## src/rtl/stepping_rebarrel.sv

```systemverilog
// stepping_rebarrel: registered lane rotator with a stepping offset.
// Each accepted word is left-rotated by the held offset. The offset then
// advances according to the stepping mode, and out_notch marks a word whose
// step wrapped the offset. Both sides use valid/ready, with one output register.
module stepping_rebarrel #(
    parameter  int LANES  = 8,
    parameter  int LANE_W = 1,
    parameter  int STEP   = 2,
    localparam int OW     = $clog2(LANES),
    localparam int DW     = LANES * LANE_W
) (
    input  logic          clk,
    input  logic          reset_n,
    input  logic [1:0]    mode,
    input  logic          cfg_load,
    input  logic [OW-1:0] cfg_offset,
    input  logic          carry_in,
    input  logic          in_valid,
    input  logic [DW-1:0] in_data,
    output logic          in_ready,
    output logic          out_valid,
    output logic [DW-1:0] out_data,
    input  logic          out_ready,
    output logic          out_notch,
    output logic [OW-1:0] offset
);

    localparam logic [1:0]    MODE_HOLD  = 2'b00;
    localparam logic [1:0]    MODE_FWD   = 2'b01;
    localparam logic [1:0]    MODE_CARRY = 2'b10;
    localparam logic [1:0]    MODE_BWD   = 2'b11;

    // Offsets are kept as multiples of STEP, so the low bits are always cleared on load.
    localparam logic [OW-1:0] CFG_MASK  = ~OW'(STEP - 1);
    localparam logic [OW-1:0] STEP_OW   = OW'(STEP);
    localparam logic [OW-1:0] FWD_WRAP  = OW'(LANES - STEP);

    logic          acc;
    logic          step_fwd;
    logic          step_bwd;
    logic          wrap;
    logic [DW-1:0] rot;

    assign in_ready = !out_valid || out_ready;
    assign acc      = in_valid && in_ready;

    // Work out the step direction for the current word from mode and carry_in.
    always_comb begin
        step_fwd = 1'b0;
        step_bwd = 1'b0;
        case (mode)
            MODE_HOLD:  ;
            MODE_FWD:   step_fwd = 1'b1;
            MODE_CARRY: step_fwd = carry_in;
            MODE_BWD:   step_bwd = 1'b1;
            default:    ;
        endcase
        wrap = (step_fwd && (offset == FWD_WRAP)) ||
               (step_bwd && (offset == '0));
    end

    // Lane 0 is the MSB lane. Output lane i takes input lane (i + offset) mod LANES.
    // The OW-bit sum wraps mod LANES.
    always_comb begin
        rot = '0;
        for (int i = 0; i < LANES; i++) begin
            logic [OW-1:0] src;
            src = OW'(i) + offset;
            rot[(LANES-1-i)*LANE_W +: LANE_W] = in_data[(LANES-1-int'(src))*LANE_W +: LANE_W];
        end
    end

    // Output register stage: it loads on accept and drains on out_ready.
    always_ff @(posedge clk or negedge reset_n) begin
        if (!reset_n) begin
            out_valid <= 1'b0;
            out_data  <= '0;
            out_notch <= 1'b0;
        end else if (acc) begin
            out_valid <= 1'b1;
            out_data  <= rot;
            // A same-cycle reload replaces the step, so that word cannot report a wrap.
            out_notch <= wrap && !cfg_load;
        end else if (out_ready) begin
            out_valid <= 1'b0;
        end
    end

    // Offset register: a config load wins over a step, and steps occur only on accepted words.
    always_ff @(posedge clk or negedge reset_n) begin
        if (!reset_n) begin
            offset <= '0;
        end else if (cfg_load) begin
            offset <= cfg_offset & CFG_MASK;
        end else if (acc && step_fwd) begin
            offset <= offset + STEP_OW;
        end else if (acc && step_bwd) begin
            offset <= offset - STEP_OW;
        end
    end

endmodule

```

## config.mk

```make
export PLATFORM = sky130hd
export DESIGN_NAME = stepping_rebarrel
export DESIGN_NICKNAME = d
export VERILOG_FILES = /design/src/rtl/stepping_rebarrel.sv
export SDC_FILE = /design/constraint.sdc
export NUM_CORES = 1
export LEC_CHECK = 0
export CAP_MARGIN = 20
export CORE_AREA = 4 4 51 53
export CTS_CLUSTER_DIAMETER = 80
export DETAILED_ROUTE_END_ITERATION = 8
export DIE_AREA = 0 0 55 57
export GPL_TIMING_DRIVEN = 0
export HOLD_SLACK_MARGIN = 0.15
export PLACE_DENSITY_LB_ADDON = 0.12
export SYNTH_ARGS = -nofsm -noshare
export SYNTH_HDL_FRONTEND = slang
export SYNTH_SLANG_ARGS = --single-unit
```

## constraint.sdc

```tcl
create_clock -name clk -period 2.85 [get_ports clk]
set_clock_uncertainty 0.1 [all_clocks]
set_input_delay 0.57 -clock clk [delete_from_list [all_inputs] [get_ports clk]]
set_output_delay 0.57 -clock clk [all_outputs]
set_load 0.02 [all_outputs]
```

==> results of run 1 <==
metal layers:
metal	up-vias	part of all wire, %
met5	-	0
met4	0	1.9
met3	2	5.2
met2	20	48
met1	335	44
li1	313	-
where the power goes:
part	internal [µW]	leakage [µW]	switching, µW
combinational	193	0.000338	143
sequential	215	0.000142	27.1
clock	77.5	0.0000210	56.7
through the flow:
stage,setup slack [ps],total power (µW),util [%],area [µm²],cells
after floorplan,750.7,438.9,-,837.1,65
after global placement,332.1,582.0,54.11,1162,122
after detailed placement,327.4,586.9,54.11,1162,122
after CTS,316.5,724.8,55.79,1199,126
after global routing,286.3,762.8,55.79,1199,126
final,319.1,713.0,55.79,1199,126
cell usage after synthesis (2+ instances only):
| cell | count | share of area, % |
|---|---|---|
| a21oi_1 | 2 | 1.2 |
| nand2b_1 | 3 | 2.2 |
| ha_1 | 5 | 7.5 |
| dfrtp_1 | 12 | 36 |
| nand2_1 | 4 | 1.8 |
| nor2_1 | 2 | 0.90 |
| mux2_2 | 8 | 11 |
| mux4_1 | 3 | 9.4 |
| inv_1 | 4 | 1.8 |
| mux4_2 | 5 | 13 |
critical path, stage by stage:
cell,delay [ps]
clkdlybuf4s50_1,440
nand2b_1,200
clkdlybuf4s50_1,640
worst max-delay path by stage:
stage | to | depth (start not counted) | slack [ps] | from
CTS | in_ready | 3 | 320 | out_ready
global route | in_ready | 3 | 290 | out_ready
floorplan | out_data[5] | 5 | 750 | offset[1]
finish | in_ready | 3 | 320 | out_ready
global placement | in_ready | 3 | 330 | out_ready
detailed placement | in_ready | 3 | 330 | out_ready
final cells by class:
type | instances | area [µm²]
buffer | 4 | 27.53
clock buffer | 4 | 36.28
fill | 196 | 949.7
inverter | 4 | 15.01
multi-input combinational | 45 | 494.2
sequential | 12 | 300.3
tap | 28 | 35.03
timing repair buffer | 29 | 290.3
sequential cells by signal, indices dropped and copies added, names as in the netlist:
name / count
out_data: 8
out_notch: 1
offset: 2
out_valid: 1
cell usage in the layout, fill, tap and decap left out, drive strengths merged, types with 2 or more instances in the layout:
cell type       n
mux4            8
nand2           4
a21oi           2
dfrtp          12
clkbuf          5
ha              5
mux2            8
buf             3
clkdlybuf4s50  29
nor2            2
nand2b          3
inv             4
logic make-up (layout without fill, tap and decap cells):
kind of cell,Yosys count,in the layout
muxes,17,17
buffers and inverters,8,41
adders and majority gates,5,5
AOI/OAI and AO/OA,7,7
DFF,12,12
other,1,1
and+or+nand+nor,15,15
==> results.toml, run 1 <==
[sta]
hold_viol = 0
fin_crit_sh_pct = 88.80
fin_crit_ps = 2531
max_freq_mhz = 395.1
slew_violations = 0
setup_viol = 0
rsz0062_at_grt = "false"
fin_tns_setup_ps = 0
tightest_slew_ps = 551.4
holdWs_ps = 403.0
relSlewSlack_pct = 63.12

[floorplan]
io_pins = 33
fp.dieH_um = 57
num_rows = 17
dieArea_mm2 = 0.003135
start_util_pct = 38.96
die_w_um = 55
core_region_area_mm2 = 0.002148

[global_routing]
track_usage_pct = 13.05
grt_max_degree = 13
antenna_found_initial = 0
grt_util_met2_pct = 19.26
grt_pass1_vias = 692
gr-total-overflow = 0
use_met3_pct = 2.350
busiest_layer = "met2"
grt_pass1_wl_mm = 2.939
grt_util_met1_pct = 16.22

[yosys]
synthAdderAreaFrac_pct = 7.474
muxShareOfSynthArea_pct = 34.83
synth_enable_flop_cells = 0
syn_inst = 65
synth_cell_types = 27
synthFlopType = "dfrtp_1"
ys_seq_elements = 12
yosysSeqAreaShare_pct = 35.87
synth_top_family_by_area = "multiplexers"
ys_warn_count = 0
netlist_area_um2 = 837.1
async_flop_share_pct = 100.0
syn-num-nets = 89
synth_xor_area_share_pct = 0
syn_avg_cell_area_um2 = 12.88
synth_simple_gate_area_share_pct = 10.76
synth_compound_area_share_pct = 5.531

[cells_and_area]
drive_above_1_share_pct = 20.41
area_growth_pct = 43.20
fin_nets = 123
insertedDiodeCount = 0

[clock_tree]
cts.sinks = 12
cts_hold_buf = 0
tritoncts = "built"
post_cts_resized = 0
clk_pin_slew_ps = 80
clk_path_buf_depth = 2
clk_latency_ps = 270
cts-root-buf = "clkbuf_4"
post_cts_buffers = 0
numCtsBuffers = 3
h-tree-depth = 1

[route]
vias = 670
postRouteAntennaNets = 0
post_drt_wl_per_cell_um = 13.98
first_iter_violations = 4
drc = 0
viasPerCell = 5.317
first_pass_iters = 4
routed_wl_mm = 1.761

[critical_path]
ff2ff_path_depth = 5
r2r_slack_ps = 740
crit_type = "in -> out"
cp.required_ps = 2180
r2r-end = "out_data[5]"
cp_max_fo = 6
cp.arrival_ps = 1860
worstSetupStartpointType = "input port"
cp-end-kind = "primary output"
reg2reg_from = "offset[1]"

[flow_run]
maxCapViolations = 0

[hold_path]
worstHoldStart = "out_notch"
worstHoldPathCells = 2
hold_class = "reg -> reg"
worst_hold_path.endpoint = "out_notch"

[pwr]
peakVddDrop_uv = 250.2
power_density_mw_per_mm2 = 594.8
p_leak_uw = 0.0005009

[run_status]
status = "finished, final reports clean"

[placement]
place.port_buffers = 29
gp_congestion = 0.7454
place_hpwl_mm = 1.366
No activity file was read; power rests on OpenSTA's default activity.
==> inputs of run 2 (changes only) <==
Settings changed: CORE_AREA 4 4 51 53 to 2 2 49 51, DIE_AREA 0 0 55 57 to 0 0 51 53, MAX_ROUTING_LAYER from default to met4.
==> results.toml, run 2 (synthesized netlist as in run 1, its figures left out) <==
[run_status]
status = "finished, final reports clean"

[clock_tree]
tritoncts = "built"
cts.sinks = 12
h-tree-depth = 1
clk_pin_slew_ps = 80
clk_latency_ps = 270
numCtsBuffers = 3
post_cts_buffers = 0
clk_path_buf_depth = 2
post_cts_resized = 0
cts-root-buf = "clkbuf_4"
cts_hold_buf = 0

[floorplan]
core_region_area_mm2 = 0.002148
fp.dieH_um = 53
dieArea_mm2 = 0.002703
io_pins = 33
num_rows = 17
die_w_um = 51
start_util_pct = 38.96

[hold_path]
worstHoldPathCells = 2
hold_class = "reg -> reg"
worstHoldStart = "out_notch"
worst_hold_path.endpoint = "out_notch"

[global_routing]
grt_max_degree = 13
grt_util_met1_pct = 15.54
grt_util_met2_pct = 27.49
track_usage_pct = 15.46
grt_pass1_vias = 709
busiest_layer = "met2"
antenna_found_initial = 0
use_met3_pct = 3.955
gr-total-overflow = 0
grt_pass1_wl_mm = 2.973

[placement]
place.port_buffers = 29
place_inst = 122
gp_congestion = 0.7969
dpl_cell_area_mm2 = 0.001162
place_hpwl_mm = 1.380

[sta]
setup_viol = 0
hold_viol = 0
holdWs_ps = 401.5
tightest_slew_ps = 526.1
fin_tns_setup_ps = 0
rsz0062_at_grt = "false"
max_freq_mhz = 397.2
relSlewSlack_pct = 64.82
slew_violations = 0
fin_crit_ps = 2518
fin_crit_sh_pct = 88.34

[cells_and_area]
drive_above_1_share_pct = 20.41
regMostFlops = "out_data"
fin_nets = 123
reg_top3 = "out_data x8, offset x2"
mostFrequentLayoutCell = "clkdlybuf4s50_1"
fin_area_mm2 = 0.001199
area_growth_pct = 43.20
final_cell_mix = "29 x clkdlybuf4s50_1, 12 x dfrtp_1, 8 x mux2_2"
largest_register_ffs = 8
instances_no_fill = 126
insertedDiodeCount = 0

[pwr]
pwr-share-clk_pct = 19.3
netSwitchingPower_uw = 229.3
power_density_mw_per_mm2 = 596.6
internal-power_uw = 485.9
p_leak_uw = 0.0005009
comb_power_share_pct = 46.9
peakVddDrop_uv = 265.5
totalPowerFinal_uw = 715.2
p_seq_share_pct = 33.9
p_sw_share_pct = 32.06

[route]
postRouteAntennaNets = 0
first_iter_violations = 7
viasPerCell = 5.397
vias = 680
drc = 0
post_drt_wl_per_cell_um = 14.00
first_pass_iters = 4
routed_wl_mm = 1.764

[critical_path]
cp_max_fo = 6
r2r_slack_ps = 750
worstSetupStartpointType = "input port"
cp-end-kind = "primary output"
crit_type = "in -> out"
ff2ff_path_depth = 5
cp.required_ps = 2180
cp.arrival_ps = 1850
r2r-end = "out_data[5]"
reg2reg_from = "offset[1]"

[flow_run]
maxCapViolations = 0
==> run 2: cell counts in the layout (fill, tap and decap cells not counted) <==
No cell type changed its count.
==> run 2: how the worst max path moves through the flow <==
stage / cells after the start / end / startpoint
after floorplan: 5 / out_data[5] / offset[1]
after global placement: 3 / in_ready / out_ready
after detailed placement: 3 / in_ready / out_ready
after CTS: 3 / in_ready / out_ready
after global routing: 3 / in_ready / out_ready
final: 3 / in_ready / out_ready
==> run 2: metal layers <==
layer  part of all wire [%]  up-vias
met2                     52       25
met5                      0        -
li1                       -      315
met1                     41      334
met3                    5.2        6
met4                    1.9        0
==> run 2: cell type report <==
class | instances | area [µm²]
plain buffers | 4 | 27.53
clock buffers | 4 | 36.28
fillers | 183 | 949.7
inverters | 4 | 15.01
multi-input cells | 45 | 494.2
flip-flops and latches | 12 | 300.3
well taps | 28 | 35.03
repair buffers | 29 | 290.3
==> run 2: critical path, cell delays in order <==
cell	delay (ps)
clkdlybuf4s50_1	440
nand2b_1	190
clkdlybuf4s50_1	640
==> run 2: metrics by stage <==
stage,utilization [%],setup WS (ps)
2_1_floorplan,-,750.7
3_3_place_gp,54.11,330.4
3_5_place_dp,54.11,334.2
4_1_cts,55.79,322.0
5_1_grt,55.79,254.6
6_report,55.79,332.4
==> run 2: power groups by stage <==
| stage | logic (µW) | clock network [µW] | registers, µW |
|---|---|---|---|
| after CTS | 341 | 143 | 244 |
| after global placement | 336 | 0 | 245 |
| after global routing | 360 | 153 | 250 |
| after detailed placement | 339 | 0 | 247 |
| after floorplan | 137 | 0 | 302 |
| final | 335 | 138 | 242 |
==> inputs of run 3 (changes only) <==
Clock period 2.85 ns to 3 ns, I/O delays scaled along.
==> results of run 3 <==
The final DEF is identical to that of run 2. Status: finished, final reports clean.
Main changes from that run: setup slack after placement 334.2 ps -> 424.2 ps; setup slack after layout 332.4 ps -> 422.4 ps; register-to-register setup slack 750 ps -> 900 ps; total power 715.2 µW -> 679.4 µW; worst IR drop on VDD 265.5 µV -> 252.2 µV
